[src/rtl/rst_seq_sync_pkg.sv]
// ---------------------------------------------------------------------------
// rst_seq_pkg
// Shared types and helpers for the reset synchroniser / sequencer.
//   seq_state_t : sequencer FSM states (also exported on seq_state for debug)
//   cnt_w()     : width of the shared hold/step counter
// ---------------------------------------------------------------------------
package rst_seq_pkg;

    typedef enum logic [1:0] {
        RESET   = 2'd0,
        HOLD    = 2'd1,
        RELEASE = 2'd2,
        RUN     = 2'd3
    } seq_state_t;

    // Counter must hold values up to max(a,b); never narrower than one bit.
    function automatic int cnt_w(input int a, input int b);
        int m;
        m = (a > b) ? a : b;
        if (m < 1) begin
            return 1;
        end
        return $clog2(m + 1);
    endfunction

endpackage

[src/rtl/rst_seq_sync_chain.sv]
// ---------------------------------------------------------------------------
// rst_sync_chain
// Asynchronous-assert / synchronous-release reset synchroniser.
// A chain of SYNC_STAGES flops with a constant 1 shifted in, all cleared
// asynchronously by RST_n.
// Ports:
//   RST_n      in  1  asynchronous active-low reset
//   clk        in  1  clock; active edge chosen by NEGEDGE
//   rst_sync_n out 1  synchronised reset, rises SYNC_STAGES edges after RST_n rises
// ---------------------------------------------------------------------------
module rst_sync_chain #(
    parameter int SYNC_STAGES = 2,
    parameter bit NEGEDGE     = 1'b1
) (
    input  logic RST_n,
    input  logic clk,
    output logic rst_sync_n
);

    // Clock polarity is fixed at elaboration, so this is a plain inverter
    // (or a wire) in the clock path.
    logic clk_act;
    assign clk_act = NEGEDGE ? ~clk : clk;

    logic [SYNC_STAGES-1:0] sync_q;

    // Shift in ones; the shift form also works for a single-stage chain.
    always_ff @(posedge clk_act or negedge RST_n) begin
        if (!RST_n) begin
            sync_q <= '0;
        end else begin
            sync_q <= (sync_q << 1) | SYNC_STAGES'(1);
        end
    end

    assign rst_sync_n = sync_q[SYNC_STAGES-1];

endmodule

[src/rtl/rst_seq_sync.sv]
// ---------------------------------------------------------------------------
// rst_seq_sync
// Reset synchroniser and sequencer for the Segway top level. Asserts NUM_CH
// downstream resets asynchronously from RST_n and releases them in order
// (ch0 first) after a hold period and a fixed stagger. soft_rst_req re-runs
// the sequence without touching RST_n.
// Ports:
//   clk          in  1       system clock (active edge chosen by NEGEDGE)
//   RST_n        in  1       pushbutton reset, asynchronous, active-low
//   soft_rst_req in  1       synchronous soft reset request
//   rst_n_out    out NUM_CH  sequenced active-low resets, bit k = channel k
//   all_rdy      out 1       every channel released
//   seq_state    out 2       FSM state (debug)
// ---------------------------------------------------------------------------
module rst_seq_sync
    import rst_seq_pkg::*;
#(
    parameter int SYNC_STAGES = 2,
    parameter int NUM_CH      = 3,
    parameter int HOLD_CYC    = 16,
    parameter int STEP_CYC    = 8,
    parameter bit NEGEDGE     = 1'b1
) (
    input  logic              clk,
    input  logic              RST_n,
    input  logic              soft_rst_req,
    output logic [NUM_CH-1:0] rst_n_out,
    output logic              all_rdy,
    output logic [1:0]        seq_state
);

    localparam int CNT_W = cnt_w(HOLD_CYC, STEP_CYC);
    localparam int IDX_W = $clog2(NUM_CH) + 1;

    logic clk_act;
    assign clk_act = NEGEDGE ? ~clk : clk;

    // The synchroniser instance is one stage short: the FSM leaving RESET is
    // the final stage. Decoding one edge early lets channel 0 be released on
    // exactly the edge the synchronised reset rises when HOLD_CYC is 0,
    // while every output still comes straight from a flop.
    logic sync_pre_n;

    rst_sync_chain #(
        .SYNC_STAGES (SYNC_STAGES - 1),
        .NEGEDGE     (NEGEDGE)
    ) u_sync (
        .RST_n      (RST_n),
        .clk        (clk),
        .rst_sync_n (sync_pre_n)
    );

    seq_state_t       state;
    logic [CNT_W-1:0] cnt;
    logic [IDX_W-1:0] idx;

    // Hold ends after HOLD_CYC edges counted from the edge the synchronised
    // reset rose (or from the soft reset edge, with a minimum of one edge).
    logic hold_done;
    logic step_done;
    logic last_ch;
    logic first_release;

    always_comb begin
        hold_done     = (HOLD_CYC <= 1) || (int'(cnt) == HOLD_CYC - 1);
        step_done     = (int'(cnt) == STEP_CYC - 1);
        last_ch       = (int'(idx) == NUM_CH - 1);
        first_release = ((state == RESET) && sync_pre_n && (HOLD_CYC == 0)) ||
                        ((state == HOLD) && hold_done);
    end

    // Sequencer: counter, channel index and output register in one block so
    // every output is a flop and all of them clear together on RST_n.
    always_ff @(posedge clk_act or negedge RST_n) begin
        if (!RST_n) begin
            state     <= RESET;
            cnt       <= '0;
            idx       <= '0;
            rst_n_out <= '0;
            all_rdy   <= 1'b0;
        end else if (soft_rst_req && (state != RESET)) begin
            state     <= HOLD;
            cnt       <= '0;
            idx       <= '0;
            rst_n_out <= '0;
            all_rdy   <= 1'b0;
        end else if (first_release) begin
            rst_n_out <= NUM_CH'(1);
            cnt       <= '0;
            idx       <= IDX_W'(1);
            if (NUM_CH == 1) begin
                state   <= RUN;
                all_rdy <= 1'b1;
            end else begin
                state   <= RELEASE;
            end
        end else begin
            case (state)
                RESET: begin
                    if (sync_pre_n) begin
                        state <= HOLD;
                        cnt   <= '0;
                    end
                end
                HOLD: begin
                    cnt <= cnt + 1'b1;
                end
                RELEASE: begin
                    if (step_done) begin
                        // Channels release strictly in order, so shifting a
                        // one in from the bottom raises exactly channel idx.
                        rst_n_out <= (rst_n_out << 1) | NUM_CH'(1);
                        cnt       <= '0;
                        if (last_ch) begin
                            state   <= RUN;
                            all_rdy <= 1'b1;
                        end else begin
                            idx <= idx + 1'b1;
                        end
                    end else begin
                        cnt <= cnt + 1'b1;
                    end
                end
                default: begin
                    state <= RUN;
                end
            endcase
        end
    end

    assign seq_state = state;

endmodule

[config.mk]
export PLATFORM = sky130hd
export DESIGN_NAME = rst_seq_sync
export DESIGN_NICKNAME = d
export VERILOG_FILES = /design/src/rtl/rst_seq_sync_pkg.sv /design/src/rtl/rst_seq_sync_chain.sv /design/src/rtl/rst_seq_sync.sv
export SDC_FILE = /design/constraint.sdc
export NUM_CORES = 1
export LEC_CHECK = 0
export BUFFER_PORTS_ARGS = -buffer_cell sky130_fd_sc_hd__buf_4
export CAP_MARGIN = 20
export CORE_MARGIN = 1.5
export CORE_UTILIZATION = 30
export CTS_CLUSTER_SIZE = 40
export DETAILED_ROUTE_END_ITERATION = 10
export GPL_TIMING_DRIVEN = 0
export HOLD_SLACK_MARGIN = 0.1
export PLACE_DENSITY = 0.55
export SETUP_SLACK_MARGIN = 0.2
export SYNTH_ARGS = -nofsm -noshare
export SYNTH_HDL_FRONTEND = slang
export SYNTH_SLANG_ARGS = --single-unit
[constraint.sdc]
create_clock -name clk -period 2.6 [get_ports clk]
set_input_delay 0.26 -clock clk [delete_from_list [all_inputs] [get_ports clk]]
set_output_delay 0.26 -clock clk [all_outputs]
set_load 0.02 [all_outputs]
==> results.py, run 1 <==
metrics = {
    "clocking": {
        "cts_sinks": 15,
        "htree_levels": 1,
        "cts-hold-fix-buffers": 0,
        "cts_tree": "yes",
        "clkTransAtPathRegs_ns": 0.07,
        "clock_latency_ns": 0.29,
        "ctsLongestPathBuffers": 2,
        "root_buffer": "clkbuf_4",
        "numCtsBuffers": 3,
    },
    "finish": {
        "diodes": 0,
        "layout-drive-gt1-share_pct": 27.9,
        "syn_to_final_growth_pct": 24.2,
        "fin_util_pct": 39.5,
        "nNetsFinal": 122,
    },
    "logic_synthesis": {
        "yosysUniqueCellTypes": 33,
        "syn_inst": 91,
        "synth_top_area_share_pct": 42.4,
        "ys_ff_latch": 15,
        "synth_nets": 101,
        "syn_area_um2": 885,
        "synth-seq-area-share_pct": 42.4,
        "avgSynthCellArea_um2": 9.72,
        "muxShareOfSynthArea_pct": 2.26,
        "synth_top_family_by_area": "simple AND/OR/NAND/NOR gates",
        "synth_fa_ha_area_share_pct": 9.90,
        "synthFlopType": "dfrtn_1",
        "synth_area_leaders": "dfrtn_1, ha_1, nand2_1, nor2_1, a21oi_1",
        "synth-simple-area-share_pct": 25.6,
        "synth_compound_area_share_pct": 15.0,
        "synthMostInstantiatedCell": "dfrtn_1",
        "yosysWarnings": 0,
        "synthTopCellsByCount": "dfrtn_1, nand2_1, nor2_1, ha_1, a21oi_1",
        "synth.largest_area_cell": "dfrtn_1",
        "synth_xor_area_share_pct": 0.990,
        "synth-edff-count": 0,
        "async_flop_share_pct": 100,
    },
    "timing": {
        "report.final.setup_viol": 0,
        "clock_skew_ns": 0.00808,
        "maxSlewViolCount": 0,
        "rsz0062_at_grt": "yes",
        "setup-tns-final_ns": 0,
        "hold_violations": 0,
        "holdWs_ns": 0.465,
    },
    "setup_path": {
        "required_ns": 2.34,
        "crit_chain": "buf_6",
        "cpPeakStageDelay_ns": 0.44,
        "path_buf_inv": 1,
        "critical-path-top-delay-family": "flip-flops",
        "critical_path_class": "flop to primary output",
        "cp-end-kind": "primary output",
        "worstPathArrival_ns": 2.16,
        "worstSetupStartpointType": "flop",
        "slowest_stage": "dfrtn_1",
        "cp_max_fo": 2,
    },
    "route": {
        "vias_per_cell": 5.04,
        "ant_nets": 0,
        "firstDrtPassIters": 4,
        "drc": 0,
        "vias": 715,
        "wire_per_inst_um": 12.8,
        "drt_iter0_drc": 18,
        "wl_mm": 1.81,
    },
    "placement": {
        "port_buffers": 8,
        "hpwlAfterDp_mm": 1.32,
        "gp_congestion": 0.730,
    },
    "floorplan": {
        "chipWidth_um": 57.3,
        "die_area_um2": 3280,
        "initial_core_util_pct": 31.8,
        "io_pins": 9,
        "core_um2": 2780,
        "fp.dieH_um": 57.3,
        "rows": 19,
    },
    "outcome": {
        "status": "complete, no violations",
    },
    "global_routing": {
        "grt-ovfl-total": 0,
        "antenna_found_initial": 0,
        "grt_pass1_vias": 742,
        "grt_max_degree": 16,
        "grt_usage_pct": 12.4,
        "grt_pass1_wl_mm": 3.15,
    },
    "worst_hold_path": {
        "min_path_type": "flop to flop",
    },
    "power_and_ir_drop": {
        "p_per_area_nw_per_um2": 410,
        "power_uw": 450,
        "peakVddDrop_mv": 0.265,
        "p_leak_nw": 0.538,
    },
    "flow_run": {
        "cap_violations": 0,
    },
}
## per-layer routing
layer | wire, µm | GRT usage (%) | up-vias
met5 | 0 | 0 | -
met4 | 8 | 4.65 | 0
met3 | 73 | 4.31 | 2
met2 | 874 | 21.0 | 10
met1 | 856 | 14.6 | 339
li1 | - | - | 364
## what timing repair did
action | CTS | global route
gates resized for setup | 6 | 1
endpoints found under the setup margin | 6 | 8
setup buffers | 5 | 3
endpoints found under the hold margin | 0 | 0
## state kept, by name, summed over array words and instances, names as in the netlist
| name | cells |
|---|---|
| u_sync.rst_sync_n | 1 |
| cnt | 5 |
| all_rdy | 1 |
| rst_n_out | 3 |
| idx | 3 |
| seq_state | 2 |
## report_power, final
group / internal, mW / total (mW) / switching (mW)
Sequential: 0.243 / 0.251 / 0.00755
Combinational: 0.0260 / 0.0606 / 0.0346
Clock: 0.0573 / 0.139 / 0.0815
## per-stage QoR
stage / area [µm²] / std cells / setup WS (ns)
final: 1100 / 142 / 0.179
after global routing: 1100 / 142 / 0.145
after CTS: 1070 / 139 / 0.166
after detailed placement: 983 / 130 / -0.0607
after global placement: 983 / 130 / -0.0423
after floorplan: 885 / 91 / 0.144
## kinds of logic (layout without fill, tap and decap cells)
family,after synthesis,in the layout
AOI/OAI and AO/OA,19,19
xor gates and xnor gates,1,1
adders and majority gates,7,7
buffers and inverters,6,26
DFF,15,15
muxes,2,2
other,1,1
and+or+nand+nor,40,40
## layout by cell type, fill, tap and decap left out, types with 2 or more instances in the layout
| cell type | count |
|---|---|
| nand2_1 | 9 |
| buf_6 | 7 |
| inv_1 | 5 |
| nor4_1 | 2 |
| o31ai_1 | 2 |
| clkbuf_4 | 3 |
| buf_4 | 10 |
| mux2i_1 | 2 |
| nor2_1 | 9 |
| and3_1 | 2 |
| ha_1 | 7 |
| nand2b_1 | 3 |
| dfrtn_1 | 15 |
| a211oi_1 | 2 |
| nand3_1 | 4 |
| o21ai_0 | 3 |
| a21oi_1 | 6 |
## layout make-up
class                      instances  area [µm²]
buffer                             1        11.3
multi-input combinational         70         484
timing repair buffer              16         143
clock inverter                     1        5.00
fill                             275        1680
inverter                           5        18.8
sequential                        15         375
clock buffer                       3        22.5
tap                               31        38.8
## final timing paths
kind / slack, ns / startpoint / endpoint / cells after the start
worst max-delay path: 0.18 / seq_state[1] / seq_state[1] / 1
worst min-delay path: 0.47 / cnt[4] / cnt[4] / 2
worst max register to register: 0.51 / seq_state[1] / cnt[3] / 9
worst min register to register: 0.47 / cnt[4] / cnt[4] / 2
max in group asynchronous: 1.38 / RST_n / cnt[3] / 1
min in group asynchronous: 0.99 / RST_n / seq_state[0] / 1
(Power assumes the default switching activity.)
==> run 2: changes to the inputs <==
--- a/config.mk
+++ b/config.mk
@@ -7,6 +7,7 @@
 export LEC_CHECK = 0
 export BUFFER_PORTS_ARGS = -buffer_cell sky130_fd_sc_hd__buf_4
 export CAP_MARGIN = 20
+export CORE_ASPECT_RATIO = 0.6
 export CORE_MARGIN = 1.5
 export CORE_UTILIZATION = 30
 export CTS_CLUSTER_SIZE = 40
==> run 2 against run 1 <==
Against the previous run:
- via count rose by 0.28%
- core utilization fell by 0.69 points
- sequential power barely moved
- power rose by 12%
- first-iteration DRC count fell by 5.6%
- highest routed layer unchanged
- sequential cell count did not move
- critical path depth did not move
- final cell count rose by 5.6%
- non-clock buffer count fell by 3
- global-route usage rose by 1.1 points
- setup slack got worse by 0.016 ns
- combinational power fell by 5.3%
==> results.py, run 2 (synthesis results as in run 1) <==
metrics = {
    "clocking": {
        "cts-hold-fix-buffers": 0,
        "htree_levels": 1,
        "clock_latency_ns": 0.27,
        "numCtsBuffers": 3,
        "cts_sinks": 15,
        "cts_tree": "yes",
        "clkTransAtPathRegs_ns": 0.05,
        "ctsLongestPathBuffers": 2,
        "root_buffer": "clkbuf_8",
    },
    "route": {
        "drt_iter0_drc": 17,
        "vias": 717,
        "wl_mm": 1.86,
        "vias_per_cell": 4.78,
        "wire_per_inst_um": 12.4,
        "ant_nets": 0,
        "firstDrtPassIters": 4,
        "drc": 0,
    },
    "floorplan": {
        "rows": 15,
        "core_um2": 2830,
        "die_area_um2": 3290,
        "initial_core_util_pct": 31.2,
        "chipWidth_um": 73.1,
        "io_pins": 9,
        "fp.dieH_um": 45.1,
    },
    "finish": {
        "diodes": 0,
        "final_cells": 150,
        "largest_register": "cnt",
        "fill_cells": 284,
        "layout-drive-gt1-share_pct": 25.0,
        "reg.largest.list": "cnt (5), idx (3), rst_n_out (3)",
        "largest_reg_flops": 5,
        "nNetsFinal": 119,
        "syn_to_final_growth_pct": 24.3,
        "final_common_cell": "dfrtn_1",
        "mostFrequentLayoutCells": "dfrtn_1, nor2_1, nand2_1, buf_4, ha_1",
    },
    "setup_path": {
        "cpPeakStageDelay_ns": 0.47,
        "crit_chain": "buf_6",
        "critical-path-top-delay-family": "flip-flops",
        "path_buf_inv": 1,
        "required_ns": 2.34,
        "worstPathArrival_ns": 2.18,
        "cp-end-kind": "primary output",
        "worstSetupStartpointType": "flop",
        "cp_max_fo": 2,
        "slowest_stage": "dfrtn_1",
        "critical_path_class": "flop to primary output",
    },
    "global_routing": {
        "grt_max_degree": 16,
        "grt_pass1_vias": 674,
        "grt_pass1_wl_mm": 3.15,
        "antenna_found_initial": 0,
        "grt_usage_pct": 13.5,
        "grt-ovfl-total": 0,
    },
    "worst_hold_path": {
        "min_path_type": "flop to flop",
    },
    "outcome": {
        "status": "complete, no violations",
    },
    "timing": {
        "clock_skew_ns": 0.00106,
        "fin_ws_ns": 0.163,
        "hold_violations": 0,
        "holdWs_ns": 0.455,
        "report.final.setup_viol": 0,
        "maxSlewViolCount": 0,
        "rsz0062_at_grt": "yes",
    },
    "placement": {
        "hpwlAfterDp_mm": 1.33,
        "post-place-ws_ns": -0.0334,
        "port_buffers": 8,
        "dp_cells": 141,
        "gp_congestion": 0.751,
    },
    "power_and_ir_drop": {
        "power_uw": 502,
        "p_leak_nw": 0.525,
        "p_per_area_nw_per_um2": 457,
        "peakVddDrop_mv": 0.253,
    },
    "flow_run": {
        "cap_violations": 0,
    },
}
==> run 2: what timing repair did <==
| action | 4_1_cts | 5_1_grt |
|---|---|---|
| gates cloned | 0 | 0 |
| setup endpoints to repair | 5 | 5 |
| gates resized for setup | 0 | 5 |
| endpoints found under the hold margin | 0 | 0 |
| buffers inserted | 5 | 0 |
==> run 2: layout make-up <==
| type | count | area [µm²] | area share, % |
|---|---|---|---|
| repair buffers | 13 | 116 | 10.6 |
| inverters | 5 | 18.8 | 1.71 |
| well taps | 42 | 52.6 | 4.78 |
| plain buffers | 1 | 11.3 | 1.02 |
| clock buffers | 3 | 41.3 | 3.75 |
| multi-input cells | 70 | 479 | 43.6 |
| clock inverters | 1 | 5.00 | 0.455 |
| flip-flops and latches | 15 | 375 | 34.1 |
==> run 2: where the power goes <==
group          switching [mW]  internal [mW]
registers             0.00732          0.244
clock network          0.0874          0.106
logic                  0.0334         0.0240
total                   0.128          0.374
==> run 2: per-stage QoR <==
step,TNS [ns],cell area [µm²],util (%)
6_report,0,1100,38.8
2_1_floorplan,0,885,-
4_1_cts,0,1080,38.1
3_5_place_dp,-0.0350,997,35.2
3_3_place_gp,-0.0429,997,35.2
5_1_grt,0,1100,38.8
==> run 2: final timing paths <==
path                                   start            to  slack (ns)  cells after the start
worst max-delay path            seq_state[0]  seq_state[0]        0.16                      1
max in group asynchronous              RST_n        cnt[0]        1.36                      1
worst min register to register        cnt[1]        cnt[1]        0.45                      2
worst max register to register        cnt[0]        cnt[3]        0.55                      8
min in group asynchronous              RST_n  rst_n_out[1]        1.03                      1
worst min-delay path                  cnt[1]        cnt[1]        0.45                      2
==> run 2: routing by layer <==
| metal | vias to the layer above | track usage [%] | wire [µm] |
|---|---|---|---|
| met3 | 4 | 5.58 | 77 |
| met1 | 342 | 18.8 | 1020 |
| met2 | 9 | 18.4 | 728 |
| li1 | 362 | - | - |
| met5 | - | 0 | 0 |
| met4 | 0 | 5.66 | 31 |
==> run 3: changes to the inputs <==
--- a/config.mk
+++ b/config.mk
@@ -5,7 +5,7 @@
 export SDC_FILE = /design/constraint.sdc
 export NUM_CORES = 1
 export LEC_CHECK = 0
-export BUFFER_PORTS_ARGS = -buffer_cell sky130_fd_sc_hd__buf_4
+export BUFFER_PORTS_ARGS = -buffer_cell sky130_fd_sc_hd__buf_2
 export CAP_MARGIN = 20
 export CORE_ASPECT_RATIO = 0.6
 export CORE_MARGIN = 1.5
==> run 3 against run 2 <==
Against the previous run:
- wire length rose by 2.9%
- clock power barely moved
- first-iteration DRC count fell by 41%
- critical path depth is the same
- via count unchanged
- cell area up 1.4%
- hold slack gained 0.0058 ns
==> results.py, run 3 (synthesis results as in run 1) <==
metrics = {
    "outcome": {
        "status": "complete, no violations",
    },
    "setup_path": {
        "cp_max_fo": 2,
        "slowest_stage": "dfrtn_1",
        "cp-end-kind": "primary output",
        "critical_path_class": "flop to primary output",
        "path_buf_inv": 1,
        "cpPeakStageDelay_ns": 0.46,
        "worstSetupStartpointType": "flop",
        "worstPathArrival_ns": 2.17,
        "crit_chain": "buf_6",
        "required_ns": 2.34,
        "critical-path-top-delay-family": "flip-flops",
    },
    "finish": {
        "largest_register": "cnt",
        "reg.largest.list": "cnt (5), idx (3), rst_n_out (3)",
        "syn_to_final_growth_pct": 26.0,
        "final_cells": 153,
        "layout-drive-gt1-share_pct": 27.9,
        "final_common_cell": "dfrtn_1",
        "largest_reg_flops": 5,
        "fin_area_um2": 1110,
        "fill_cells": 294,
        "diodes": 0,
        "mostFrequentLayoutCells": "dfrtn_1, buf_4, nor2_1, nand2_1, ha_1",
        "nNetsFinal": 122,
    },
    "clocking": {
        "htree_levels": 1,
        "numCtsBuffers": 3,
        "cts_tree": "yes",
        "cts_sinks": 15,
        "ctsLongestPathBuffers": 2,
        "clock_latency_ns": 0.27,
        "root_buffer": "clkbuf_8",
        "cts-hold-fix-buffers": 0,
        "clkTransAtPathRegs_ns": 0.05,
    },
    "floorplan": {
        "fp.dieH_um": 45.1,
        "io_pins": 9,
        "chipWidth_um": 73.1,
        "die_area_um2": 3290,
        "initial_core_util_pct": 31.2,
        "core_um2": 2830,
        "rows": 15,
    },
    "power_and_ir_drop": {
        "p_leak_nw": 0.541,
        "p_per_area_nw_per_um2": 451,
        "peakVddDrop_mv": 0.268,
    },
    "route": {
        "firstDrtPassIters": 4,
        "drc": 0,
        "wire_per_inst_um": 12.5,
        "vias_per_cell": 4.69,
        "ant_nets": 0,
        "wl_mm": 1.91,
        "vias": 717,
        "drt_iter0_drc": 10,
    },
    "global_routing": {
        "antenna_found_initial": 0,
        "grt_max_degree": 16,
        "grt-ovfl-total": 0,
        "grt_pass1_vias": 664,
        "grt_usage_pct": 13.4,
        "grt_pass1_wl_mm": 3.24,
    },
    "timing": {
        "report.final.setup_viol": 0,
        "holdWs_ns": 0.461,
        "rsz0062_at_grt": "yes",
        "hold_violations": 0,
        "maxSlewViolCount": 0,
        "clock_skew_ns": 0.00277,
        "setup-tns-final_ns": 0,
    },
    "flow_run": {
        "cap_violations": 0,
    },
    "worst_hold_path": {
        "min_path_type": "flop to flop",
    },
    "placement": {
        "placed_area_um2": 977,
        "gp_congestion": 0.749,
        "dp_cells": 141,
        "hpwlAfterDp_mm": 1.38,
        "port_buffers": 8,
    },
}
## run 3: cell types whose count changed in the layout (fill, tap and decap cells not counted), sizes merged
cell / delta
buf: +3
## run 3: per-layer routing
metal	global-route usage (%)	routed length, µm
met2	18.4	748
met5	0	0
met4	2.26	4
met1	19.8	1100
met3	5.36	58
## run 3: final cells by class
cell class,count,area [µm²],share of cell area (%)
plain buffers,1,11.3,1.01
clock buffers,3,41.3,3.70
clock inverters,1,5.00,0.449
inverters,5,18.8,1.68
multi-input cells,70,484,43.4
flip-flops and latches,15,375,33.7
well taps,42,52.6,4.71
repair buffers,16,126,11.3
## run 3: stage by stage
step / total power, mW / setup WS [ns] / utilization [%]
after floorplan: 0.291 / 0.144 / -
after global placement: 0.308 / -0.0399 / 34.5
after detailed placement: 0.308 / -0.0258 / 34.5
after CTS: 0.513 / 0.164 / 38.1
after global routing: 0.530 / 0.148 / 39.3
final: 0.503 / 0.174 / 39.3
## run 3: worst paths after layout
| path | startpoint | to | slack [ns] | depth (start not counted) |
|---|---|---|---|---|
| setup / recovery | seq_state[0] | seq_state[0] | 0.17 | 1 |
| hold / removal | cnt[1] | cnt[1] | 0.46 | 2 |
| setup reg to reg | seq_state[0] | cnt[3] | 0.47 | 9 |
| hold reg to reg | cnt[1] | cnt[1] | 0.46 | 2 |
| max in group asynchronous | RST_n | u_sync.rst_sync_n | 1.23 | 1 |
| min in group asynchronous | RST_n | rst_n_out[2] | 1.08 | 1 |
## run 3: report_power, final
part           total (mW)  internal [mW]  leakage (nW)  switching [mW]
combinational      0.0579         0.0236         0.315          0.0343
clock               0.194          0.106        0.0255          0.0874
sequential          0.251          0.244         0.200         0.00752
total               0.503          0.374         0.541           0.129
## run 3: what timing repair did
| action | 4_1_cts | 5_1_grt |
|---|---|---|
| gates resized for setup | 7 | 3 |
| endpoints found under the setup margin | 6 | 6 |
| setup buffers | 5 | 3 |
| pin swaps | 0 | 0 |
## run 3: worst reg2reg max path, stage by stage (launching register included)
cell and delay (ns):
dfrtn_1 0.46, buf_4 0.13, buf_4 0.12, inv_1 0.07, ha_1 0.25, and2b_1 0.19
a22o_1 0.24, buf_6 0.14, or4b_4 0.48, o211ai_2 0.07
